File: src/rtl/burst_gen_pkg.sv
// Shared types, defaults and helpers for the operand burst generator.
// Parity support is enabled by defining BURST_GEN_PARITY_EN.
package burst_gen_pkg;

   localparam int W_DEF     = 9;
   localparam int DEPTH_DEF = 4;

   typedef enum logic [1:0] {
      INCR = 2'd0,
      SHL  = 2'd1,
      ROTL = 2'd2,
      ALT  = 2'd3
   } op_e;

   typedef enum logic {
      IDLE = 1'b0,
      GEN  = 1'b1
   } state_e;

   function automatic logic [W_DEF-1:0] next_val(input op_e op, input logic [W_DEF-1:0] v);
      logic [W_DEF-1:0] r;
      r = v;
      case (op)
         INCR:    r = v + {{(W_DEF-1){1'b0}}, 1'b1};
         SHL:     r = {v[W_DEF-2:0], 1'b0};
         ROTL:    r = {v[W_DEF-2:0], v[W_DEF-1]};
         ALT:     r = ~v;
         default: r = v;
      endcase
      return r;
   endfunction

   // Even parity over one beat {x, y, last}.
   function automatic logic beat_par(input logic [2*W_DEF:0] d);
      return ^d;
   endfunction

endpackage

File: src/rtl/burst_fifo.sv
// Synchronous FIFO with registered head data and valid; full is taken from
// registered occupancy only, so a same-cycle pop never frees a slot for a push.
module burst_fifo #(
   parameter int DW    = 19,
   parameter int DEPTH = 4
) (
   input  logic          clk,
   input  logic          rst_n,
   input  logic          push,
   input  logic [DW-1:0] wdata,
   input  logic          pop,
   output logic          full,
   output logic          empty,
   output logic          valid,
   output logic [DW-1:0] head
);

   localparam int AW = $clog2(DEPTH);
   localparam int CW = AW + 1;

   logic [DW-1:0] mem_q [DEPTH];
   logic [AW-1:0] wptr_q, wptr_d, rptr_q, rptr_d;
   logic [CW-1:0] cnt_q, cnt_d;
   logic [DW-1:0] head_q, head_d;
   logic          valid_q;
   logic          do_push_s, do_pop_s;

   assign full      = (cnt_q == CW'(DEPTH));
   assign empty     = (cnt_q == {CW{1'b0}});
   assign do_push_s = push && !full;
   assign do_pop_s  = pop && valid_q;
   assign valid     = valid_q;
   assign head      = head_q;

   // Next pointers, occupancy and head selection.
   always_comb begin
      wptr_d = wptr_q;
      rptr_d = rptr_q;
      cnt_d  = cnt_q;
      head_d = head_q;
      if (do_push_s) begin
         wptr_d = wptr_q + AW'(1);
      end else begin
         wptr_d = wptr_q;
      end
      if (do_pop_s) begin
         rptr_d = rptr_q + AW'(1);
      end else begin
         rptr_d = rptr_q;
      end
      case ({do_push_s, do_pop_s})
         2'b10:   cnt_d = cnt_q + CW'(1);
         2'b01:   cnt_d = cnt_q - CW'(1);
         default: cnt_d = cnt_q;
      endcase
      // The pushed word becomes the head when nothing older survives this edge.
      if (cnt_d == {CW{1'b0}}) begin
         head_d = head_q;
      end else if (do_push_s && (cnt_q == (do_pop_s ? CW'(1) : CW'(0)))) begin
         head_d = wdata;
      end else begin
         head_d = mem_q[rptr_d];
      end
   end

   // Storage, pointers and registered head.
   always_ff @(posedge clk or negedge rst_n) begin
      if (!rst_n) begin
         for (int i = 0; i < DEPTH; i++) begin
            mem_q[i] <= {DW{1'b0}};
         end
         wptr_q  <= {AW{1'b0}};
         rptr_q  <= {AW{1'b0}};
         cnt_q   <= {CW{1'b0}};
         head_q  <= {DW{1'b0}};
         valid_q <= 1'b0;
      end else begin
         if (do_push_s) begin
            mem_q[wptr_q] <= wdata;
         end
         wptr_q  <= wptr_d;
         rptr_q  <= rptr_d;
         cnt_q   <= cnt_d;
         head_q  <= head_d;
         valid_q <= (cnt_d != {CW{1'b0}});
      end
   end

endmodule

File: src/rtl/burst_gen.sv
// Expands one command into a burst of x/y operand pairs and buffers them.
// Define BURST_GEN_PARITY_EN to add the out_par port and stored parity bit.
module burst_gen
   import burst_gen_pkg::*;
#(
   parameter int DEPTH = DEPTH_DEF,
   parameter int W     = W_DEF
) (
   input  logic         clk,
   input  logic         rst_n,
   input  logic         cmd_valid,
   output logic         cmd_ready,
   input  logic [1:0]   cmd_op,
   input  logic [W-1:0] cmd_seed,
   input  logic [3:0]   cmd_len,
   output logic         out_valid,
   input  logic         out_ready,
   output logic [W-1:0] out_x,
   output logic [W-1:0] out_y,
   output logic         out_last
`ifdef BURST_GEN_PARITY_EN
   ,output logic        out_par
`endif
);

`ifdef BURST_GEN_PARITY_EN
   localparam int PW = 1;
`else
   localparam int PW = 0;
`endif
   localparam int DW = 2 * W + 1 + PW;

   state_e        state_q;
   op_e           op_q;
   logic [W-1:0]  cur_q, prev_q;
   logic [3:0]    cnt_q;
   logic          cmd_ready_q;
   logic          full_s, empty_s, push_s, pop_s, last_s;
   logic [DW-1:0] wdata_s, head_s;

   assign last_s = (cnt_q == 4'd0);
   assign push_s = (state_q == GEN) && !full_s;
   assign pop_s  = out_ready && !empty_s;

`ifdef BURST_GEN_PARITY_EN
   assign wdata_s = {beat_par({cur_q, prev_q, last_s}), cur_q, prev_q, last_s};
   assign out_par = head_s[DW-1];
`else
   assign wdata_s = {cur_q, prev_q, last_s};
`endif
   assign out_x     = head_s[2*W:W+1];
   assign out_y     = head_s[W:1];
   assign out_last  = head_s[0];
   assign cmd_ready = cmd_ready_q;

   // Command FSM and generator registers; everything holds while the FIFO is full.
   always_ff @(posedge clk or negedge rst_n) begin
      if (!rst_n) begin
         state_q     <= IDLE;
         op_q        <= INCR;
         cur_q       <= {W{1'b0}};
         prev_q      <= {W{1'b0}};
         cnt_q       <= 4'd0;
         cmd_ready_q <= 1'b1;
      end else begin
         case (state_q)
            IDLE: begin
               if (cmd_valid && cmd_ready_q) begin
                  op_q        <= op_e'(cmd_op);
                  cur_q       <= cmd_seed;
                  prev_q      <= {W{1'b0}};
                  cnt_q       <= cmd_len;
                  state_q     <= GEN;
                  cmd_ready_q <= 1'b0;
               end
            end
            GEN: begin
               if (!full_s) begin
                  prev_q <= cur_q;
                  cur_q  <= next_val(op_q, cur_q);
                  cnt_q  <= cnt_q - 4'd1;
                  if (last_s) begin
                     state_q     <= IDLE;
                     cmd_ready_q <= 1'b1;
                  end
               end
            end
            default: begin
               state_q     <= IDLE;
               cmd_ready_q <= 1'b1;
            end
         endcase
      end
   end

   burst_fifo #(
      .DW    (DW),
      .DEPTH (DEPTH)
   ) u_fifo (
      .clk   (clk),
      .rst_n (rst_n),
      .push  (push_s),
      .wdata (wdata_s),
      .pop   (pop_s),
      .full  (full_s),
      .empty (empty_s),
      .valid (out_valid),
      .head  (head_s)
   );

endmodule
File: config.mk
export PLATFORM = sky130hd
export DESIGN_NAME = burst_gen
export DESIGN_NICKNAME = d
export VERILOG_FILES = /design/src/rtl/burst_gen_pkg.sv /design/src/rtl/burst_fifo.sv /design/src/rtl/burst_gen.sv
export SDC_FILE = /design/constraint.sdc
export NUM_CORES = 1
export LEC_CHECK = 0
export ABC_AREA = 1
export ABC_CLOCK_PERIOD_IN_PS = 2900
export CAP_MARGIN = 20
export CORE_MARGIN = 10
export CORE_UTILIZATION = 55
export DETAILED_ROUTE_END_ITERATION = 8
export GPL_TIMING_DRIVEN = 1
export HOLD_SLACK_MARGIN = 0.05
export PLACE_DENSITY = 0.81
export REMOVE_ABC_BUFFERS = 1
export SYNTH_ARGS = -nofsm -noshare
export SYNTH_HDL_FRONTEND = slang
export SYNTH_SLANG_ARGS = --single-unit
export TNS_END_PERCENT = 30
File: constraint.sdc
create_clock -name clk -period 2.9 [get_ports clk]
set_input_delay 0.58 -clock clk [delete_from_list [all_inputs] [get_ports clk]]
set_output_delay 0.58 -clock clk [all_outputs]
set_load 0.05 [all_outputs]
==> out/qor.txt, run 1 <==
Status = finished, final reports clean
Dpl ws = -0.205 ns
Vias in the first global route = 5505
Sequential share of the synthesized area = 0.489
Post-Synth XOR/XNOR Area = 0.00929
Die outline height = 130 µm
Critical path, cell by cell = clkdlybuf4s50_1, nand2_1, inv_1, nand2_4, inv_1, ha_1, inv_1, fa_1, inv_1, nor2_1, o21ai_0, nand3_1, inv_2, nand2_1, nand2_1
Pwr dens = 1420 mW/mm²
Buffers on Ports = 39
Hpwl dp = 9910 µm
Vias/cell = 5.51
CTS tree = yes
Die Wd = 130 µm
Slew HR = 0.422
Clock Tree Buf Depth = 2
Distinct cells, synth = 32
Vias = 5629
CP Launch Type = input port
Max incr delay on CP = 0.45 ns
Avg Cell Area, Syn = 7.91 µm²
Clk_lat worst skew = 0.42 ns
Post-Synth Simple-Gate Area = 0.241
Final #Nets = 894
Post-DRT Antenna Nets = 0
Crit path DAT = 3.06 ns
Setup TNS = 0 ns
First-pass DRT Iterations = 5
Final cell count without fillers = 1021
CP required = 3.26 ns
VDD IR max = 0.890 mV
Placed instance area = 0.00705 mm²
Post-Synth Adder-Cell Area = 0.0163
Mean routed wirelength per cell = 15.8 µm
Grt total ovfl = 0
Post-synthesis mux area share = 0
Largest net degree at the start of global routing = 53
Post-CTS Hold Fix Bufs = 0
Critical path type = in -> reg
Core Util, Final = 0.662
Post-CTS sizing = 0
Diodes inserted = 0
Synth Cell Area = 0.00660 mm²
Final worst-path cycle share = 0.931
Synthesis-stage register bit count = 129
# fillers = 952
Largest family of logic cells by synthesized area = simple AND/OR/NAND/NOR gates
Period minus WS final = 2.70 ns
Worst-Margin Slew = 0.864 ns
Cells after Synth = 834
Initial Util = 0.570
Worst Hold Slack = 0.128 ns
Max-slew violation count = 0
RSZ-0062 raised after global routing = yes
Final setup vio count = 0
Placed Instances = 991
Final hold vios = 0
Most common cell on crit path = inv_1
CTS Sinks = 129
Area grow syn2layout = 16.0%
I/O Pins = 40
Post-layout worst setup margin = 0.200 ns
Initial antenna violation count = 0
FMAX = 370 MHz
CP Max Fanout = 19
Reg clk slew, reported paths = 0.05 ns
Pleak = 3.81 nW
Complex-gate fraction of the synthesized area = 0.118
Die area = 0.0168 mm²
Worst setup EP type = flip-flop
Share of cells above drive strength 1 = 0.0843
Number of CTS-inserted buffers = 17
Gpl congestion = 0.846
CTS H-Tree Depth = 4
CP max-delay cell = clkdlybuf4s50_1
Gr usage total = 0.205
Placeable Area = 0.0116 mm²
Routed WL = 16200 µm
Synth warn = 0
First-pass GRT wire length = 27200 µm
Root Driver = clkbuf_16
Worst min-delay path class = in -> async
Drt drc = 0
Maxcap violations = 0
Worst Skew = 0.00767 ns
Initial drt markers = 636
Num rows = 39
Setup Buffers After CTS = 0
Post-route cell area = 0.00766 mm²
Final total power = 10.9 mW
[synth_stat cells (all sizes together)]
master | instances | area, µm²
a22oi | 6 | 45.0
nor2 | 21 | 101
buf | 35 | 268
ha | 7 | 87.6
xor2 | 6 | 52.6
o211ai | 5 | 37.5
nand3 | 111 | 561
nand4 | 1 | 6.26
o21bai | 1 | 7.51
fa | 1 | 20.0
o221ai | 1 | 8.76
nand2 | 225 | 905
o21ai | 111 | 556
clkbuf | 11 | 41.3
inv | 140 | 526
dfstp | 1 | 26.3
a221oi | 1 | 8.76
dfrtp | 128 | 3200
a21oi | 6 | 30.0
xnor2 | 1 | 8.76
a22o | 1 | 8.76
o22ai | 12 | 75.1
nand3b | 2 | 15.0
[area by class of cell]
cell class	count	area [µm²]	area share
inverters	140	526	0.0686
multi-input cells	519	2530	0.331
clock inverters	5	100	0.0131
well taps	143	179	0.0234
clock buffers	25	505	0.0660
flip-flops and latches	129	3230	0.422
repair buffers	60	583	0.0762
[critical path: cells and delay by family]
kind / cells / cell delay (ns)
buffers and inverters: 6 / 1.14
adder cells (fa/ha/maj): 2 / 0.58
AND/OR/NAND/NOR: 6 / 0.55
AO/OA/AOI/OAI: 1 / 0.21
[worst paths after layout]
| path | start | endpoint | slack (ns) | cells past startpoint |
|---|---|---|---|---|
| worst max-delay path | out_ready | u_fifo.head[15] | 0.20 | 15 |
| worst min-delay path | rst_n | u_fifo.mem_q[2] | 0.13 | 1 |
| max in group asynchronous | rst_n | cmd_ready | 2.01 | 2 |
| min in group clk | u_fifo.head[2] | u_fifo.head[2] | 0.47 | 2 |
| worst min register to register | u_fifo.head[2] | u_fifo.head[2] | 0.47 | 2 |
| worst max register to register | u_fifo.cnt_q[1] | u_fifo.head[15] | 0.31 | 13 |
[sequential cells by signal, summed over array words and instances, names as in the netlist, 2 cells and up]
signal	cells
u_fifo.head	19
cur_q	9
u_fifo.wptr_q	2
prev_q	9
u_fifo.mem_q	76
op_q	2
u_fifo.rptr_q	2
cnt_q	4
u_fifo.cnt_q	3
[metal layers]
layer / track usage / share of wire
met2: 0.336 / 0.48
met4: 0.0873 / 0.025
met1: 0.254 / 0.42
met3: 0.0489 / 0.073
met5: 0 / 0
[logic make-up after synthesis]
logic type      count (synthesis)
compound gates                144
flops                         129
fa+ha+maj                       8
xor+xnor                        7
buf+inv                       186
simple gates                  360
[placed cells by master, fill, tap and decap left out, drive strengths merged, types with 5 or more instances in the layout]
cell / n
ha: 7
xor2: 6
buf: 22
nand2: 225
clkbuf: 25
a21oi: 6
inv: 140
nand3: 111
nor2: 21
dfrtp: 128
a22oi: 6
clkdlybuf4s50: 38
o21ai: 111
o211ai: 5
o22ai: 12
[report_power, final]
group / internal (mW) / switching (mW)
sequential: 2.68 / 0.549
combinational: 1.85 / 3.60
clock: 1.45 / 0.751
total: 5.98 / 4.90
No activity file was read; power rests on OpenSTA's default activity.
==> inputs of run 2 (changes only) <==
Settings changed: TNS_END_PERCENT 30 to 20.
==> results of run 2 <==
Same layout as run 1: the final DEF is identical, and so are final timing and power.
==> inputs of run 3 (changes only) <==
Settings changed: CORE_MARGIN 10 to 4.
==> run 3 against run 2 <==
Routed wire length fell by 3.8%; utilization fell by 0.71 points; die area fell by 18%; total power fell by 2.1%; combinational power fell by 1%; sequential power barely moved; critical path depth rose by 2; final cell count fell by 0.20%; fmax rose by 2.3%; highest routed layer unchanged; clock skew barely moved; clock power fell by 6%.
==> out/qor.txt, run 3 (same netlist as run 1, synthesis figures left out) <==
Status = finished, final reports clean
Commonest non-fill, non-tap cell in the layout = nand2_1
Commonest cells after routing, fill and taps aside = nand2_1, inv_1, dfrtp_1
Max reg flops = 76
CTS tree = yes
CP delay by family, top = buffers and inverters
Initial Util = 0.570
Worst Skew = 0.00723 ns
Final setup vio count = 0
Routed WL = 15600 µm
Global route hottest layer = met2
Share of cells above drive strength 1 = 0.0799
Buffers on Ports = 39
Placed instance area = 0.00700 mm²
Pleak = 3.76 nW
Die Wd = 118 µm
Num rows = 39
Largest net degree at the start of global routing = 99
Worst-Margin Slew = 0.842 ns
FMAX = 379 MHz
RSZ-0062 raised after global routing = no
Post-route cell area = 0.00757 mm²
Reg clk slew, reported paths = 0.05 ns
Critical path, cell by cell = clkdlybuf4s50_1, nand2_1, inv_1, nand2_4, inv_1, ha_1, inv_1, fa_1, inv_1, nor2_1, o21ai_0, nand3_1, buf_4, o21ai_0, inv_1, nand2_1, nand2_1
Root Driver = clkbuf_16
Placeable Area = 0.0116 mm²
Clock Tree Buf Depth = 2
Grt met3 use = 0.0500
Grt met2 use = 0.387
Final #Nets = 891
Critical path type = in -> reg
Pwr dens = 1410 mW/mm²
Gpl congestion = 0.819
Vias in the first global route = 5378
Hpwl dp = 9200 µm
CP Launch Type = input port
Met1 Usage GRT = 0.324
Worst min-delay path class = in -> async
Die area = 0.0138 mm²
Post-CTS Hold Fix Bufs = 0
Period minus WS final = 2.64 ns
Post-DRT Antenna Nets = 0
Initial antenna violation count = 0
Gr usage total = 0.240
Vias/cell = 5.44
Crit path DAT = 2.94 ns
Grt total ovfl = 0
Die outline height = 118 µm
Biggest register = u_fifo.mem_q
Clk_lat worst skew = 0.42 ns
Number of CTS-inserted buffers = 17
Diodes inserted = 0
Core Util, Final = 0.655
Final cell count without fillers = 1019
First-pass GRT wire length = 26900 µm
Placed Instances = 988
I/O Pins = 40
VDD IR max = 0.818 mV
CTS Sinks = 129
Drt drc = 0
Mean routed wirelength per cell = 15.3 µm
R2R Setup Slk = 0.39 ns
CTS H-Tree Depth = 4
Area grow syn2layout = 14.8%
Initial drt markers = 449
CP required = 3.20 ns
Maxcap violations = 0
CP max-delay cell = clkdlybuf4s50_1
Max incr delay on CP = 0.45 ns
Final worst-path cycle share = 0.910
Slew HR = 0.437
Worst setup EP type = flip-flop
Vias = 5539
Final hold vios = 0
First-pass DRT Iterations = 7
Max-slew violation count = 0
Most common cell on crit path = inv_1
Crit path buf inv count = 7
CP Max Fanout = 10
[run 3: changes by cell type in the layout (fill, tap and decap cells not counted), sizes merged]
cell and change:
bufinv -1, clkinv +2, buf -3
[run 3: where the power goes]
part           internal, mW  switching [mW]  leakage [nW]
Combinational          1.77            3.59          1.88
Sequential             2.68           0.545          1.61
Clock                  1.32           0.745         0.281
Total                  5.78            4.88          3.76
[run 3: layout make-up]
class	instances	area [µm²]
fillers	949	3990
flip-flops and latches	129	3230
multi-input cells	519	2530
repair buffers	57	536
inverters	140	531
clock buffers	25	485
well taps	143	179
clock inverters	6	80.1
[run 3: metal layers]
layer  up-vias  part of all wire  wire [µm]
met5         -                 0          0
met1      2650              0.45       6980
met2       168              0.48       7440
met3        23             0.055        861
li1       2698                 -          -
met4         0             0.017        271
[run 3: stage by stage]
stage	setup slack, ns	hold WS, ns	setup TNS, ns	total power [mW]
after floorplan	0.151	0.284	0	6.82
after global placement	-0.215	0.465	-3.99	8.33
after detailed placement	-0.302	0.466	-5.30	8.49
after CTS	0.106	0.208	0	10.6
after global routing	0.000924	0.242	0	11.6
final	0.261	0.201	0	10.7
[run 3: worst paths after layout]
path,start,to,cells past startpoint
max in group asynchronous,rst_n,cmd_ready,2
worst min register to register,u_fifo.head[9],u_fifo.head[9],2
worst max-delay path,out_ready,u_fifo.head[5],17
worst max register to register,u_fifo.cnt_q[1],u_fifo.head[5],15
min in group clk,u_fifo.head[9],u_fifo.head[9],2
worst min-delay path,rst_n,u_fifo.mem_q[22],2
[run 3: what timing repair did]
item	CTS	global route
resized for setup	0	3
endpoints found under the setup margin	0	19
setup buffers	0	0
==> patch (config.mk and constraints of run 3) <==
`DEPTH_DEF`: 4 -> 8.
--- a/src/rtl/burst_gen_pkg.sv
+++ b/src/rtl/burst_gen_pkg.sv
@@ -3,7 +3,7 @@
 package burst_gen_pkg;
 
    localparam int W_DEF     = 9;
-   localparam int DEPTH_DEF = 4;
+   localparam int DEPTH_DEF = 8;
 
    typedef enum logic [1:0] {
       INCR = 2'd0,
Behaviour: not the same (a bounded check fails within 10 cycles, from zero or initial values and one cycle with rst_n low).
==> patch against run 3 <==
Worst setup slack got worse by 0.19 ns. Critical path type is now flop to flop. Final area rose by 60%. Power rose by 61%. Wire length rose by 98%. Sequential cell count rose by 79. Area after synthesis rose by 59%. Critical path depth did not move. Core utilization fell by 0.85 points. Global-route usage rose by 3.8 points.
==> patch: results (changes against run 3) <==
[global_routing]
track_usage_pct=27.8  ; +3.8 points
grt_pass1_wl_um=48800  ; +82%
grt_max_degree=71  ; -28%
number_of_antenna_violations_at_the_first_check_in_global_routing=0  ; unchanged
vias_in_the_first_global_route=9605  ; +79%

[synth]
syn-mean-instance-area_um2=7.78  ; -1.7%
post_synth_num_cell_types=36  ; +13%
synth_common_cells=sky130_fd_sc_hd__nand2_1 (300), sky130_fd_sc_hd__nand3_1 (242), sky130_fd_sc_hd__dfrtp_1 (207)
ys_seq_area_share_pct=49.5  ; +0.54 points
synthTopCellsByArea=sky130_fd_sc_hd__dfrtp_1 (49%), sky130_fd_sc_hd__nand3_1 (12%), sky130_fd_sc_hd__nand2_1 (11%), sky130_fd_sc_hd__inv_1 (6.9%), sky130_fd_sc_hd__o21ai_0 (6.4%)
async_sr_flop_fraction_pct=100  ; unchanged

[cells_and_area]
net_count_of_the_finished_layout=1410  ; +58%
largest_register_ffs=152  ; +100%
top_register=u_fifo.mem_q
final_layout_size_suffix_gt1_share_pct=10.7  ; +2.7 points
nFillCells=1543  ; +63%

[clock_network]
htreeDepth=1  ; -3
clkLatencyLatePin_ns=0.50  ; +0.08 ns
clock_tree.buffer_depth=3  ; +1
tritoncts.num_buffers=23  ; +6

[power]
clock_power_mw=2.92  ; +41%
leakage_nw=5.92  ; +57%
swShare_pct=46.8  ; +1.0 points
worst_ir_drop_vdd_v=0.000681  ; -17%
comb-power_mw=8.92  ; +66%
power_frac_comb_pct=52.1  ; +1.8 points

[routing]
drt-pass1-iter-count=6  ; -1
drt-wirelength-per-cell_um=18.8  ; +23%
detail_route.wirelength_um=30800  ; +98%
drt-initial-drc-count=1058  ; +140%
detailroute.via_count=9713  ; +75%

[placed_design]
dpl.cell_count=1584  ; +60%
preCtsSetupSlack_ns=-0.324  ; -0.0218 ns
gp_congestion=0.875  ; +6.9%
half_perimeter_wire_length_after_detailed_placement_um=18400  ; +100%
portBuffers=39  ; unchanged

[sta]
max_slew.worst_pin.slew_ns=0.994  ; +0.152 ns
worst_clock_skew_ns=0.00800  ; +0.000764 ns
max_freq_mhz=354  ; -6.7%

[worst_setup_path]
timing.reg2reg.worst_path_depth=17  ; +2
regToRegSetupSlack_ns=0.07  ; -0.32 ns
kind_of_critical_path=flop to flop
timing.critical_path.arrival_ns=3.22  ; +0.28 ns
timing.rr.start=u_fifo.cnt_q[2]$_DFF_PN0_
worst-path-max-fanout=9  ; -1

[status]
status=finished, final reports clean

## patch: final cells by class
cell class              count  area (µm²)  share of cell area (%)
inverters                 206         773                    6.37
clock buffers              30         642                    5.29
repair buffers             95         937                    7.72
clock inverters            11         113                   0.928
multi-input cells         850        4170                    34.3
flip-flops and latches    208        5210                    42.9
well taps                 234         293                    2.41
## patch: worst min path at each step
stage	startpoint	to	slack [ns]	cells after the start
3_3_place_gp	u_fifo.mem_q[56]$_DFFE_PN0P_	u_fifo.mem_q[56]$_DFFE_PN0P_	0.46	2
3_5_place_dp	u_fifo.mem_q[18]$_DFFE_PN0P_	u_fifo.mem_q[18]$_DFFE_PN0P_	0.47	2
2_1_floorplan	rst_n	cnt_q[0]$_DFFE_PN0P_	0.28	0
4_1_cts	rst_n	u_fifo.head[1]$_DFFE_PN0P_	0.12	1
5_1_grt	rst_n	u_fifo.mem_q[27]$_DFFE_PN0P_	0.14	1
6_report	rst_n	u_fifo.valid$_DFF_PN0_	0.09	1
## patch: stage by stage
stage	utilization (%)	TNS, ns	area [µm²]
after CTS	63.7	0	12000
after floorplan	-	-14.31	10100
after global placement	59.7	-3.58	11200
final	64.6	0	12100
after detailed placement	59.7	-5.60	11200
after global routing	64.6	-1.24	12100
## patch: logic make-up after synthesis
logic type	count (synthesis)	synth area share [%]
AND/OR/NAND/NOR	611	25.7
multiplexers	1	0.107
flip-flops	208	49.5
AO/OA/AOI/OAI	222	11.5
adder cells (fa/ha/maj)	7	0.833
buffers and inverters	295	11.6
XOR/XNOR	9	0.749
## patch: repair_timing
action                                  CTS  global route
buffers inserted                          0             4
gates resized for setup                   0            11
endpoints found under the setup margin    0            19
## patch: critical path, cell delays in order, from the launching register on
cell and delay, ns:
sky130_fd_sc_hd__dfrtp_2 0.45, sky130_fd_sc_hd__nor2_4 0.13, sky130_fd_sc_hd__nand2_2 0.09, sky130_fd_sc_hd__nand2_2 0.08
sky130_fd_sc_hd__inv_2 0.04, sky130_fd_sc_hd__ha_2 0.19, sky130_fd_sc_hd__nand2_1 0.09, sky130_fd_sc_hd__inv_1 0.05
sky130_fd_sc_hd__nor2_2 0.14, sky130_fd_sc_hd__ha_1 0.25, sky130_fd_sc_hd__o21ai_1 0.13, sky130_fd_sc_hd__inv_1 0.07
sky130_fd_sc_hd__or2_1 0.24, sky130_fd_sc_hd__nor2_4 0.15, sky130_fd_sc_hd__nand3_4 0.19, sky130_fd_sc_hd__clkbuf_16 0.25
sky130_fd_sc_hd__nor2_1 0.14, sky130_fd_sc_hd__a21oi_2 0.05
## patch: layer usage
metal	GRT usage, %	part of all wire, %	wire (µm)	vias up
li1	-	-	-	4397
met1	36.9	39	12000	4585
met2	45.6	47	14600	605
met3	4.78	10	3080	126
met4	11.7	3.7	1130	0
met5	0	0	0	-
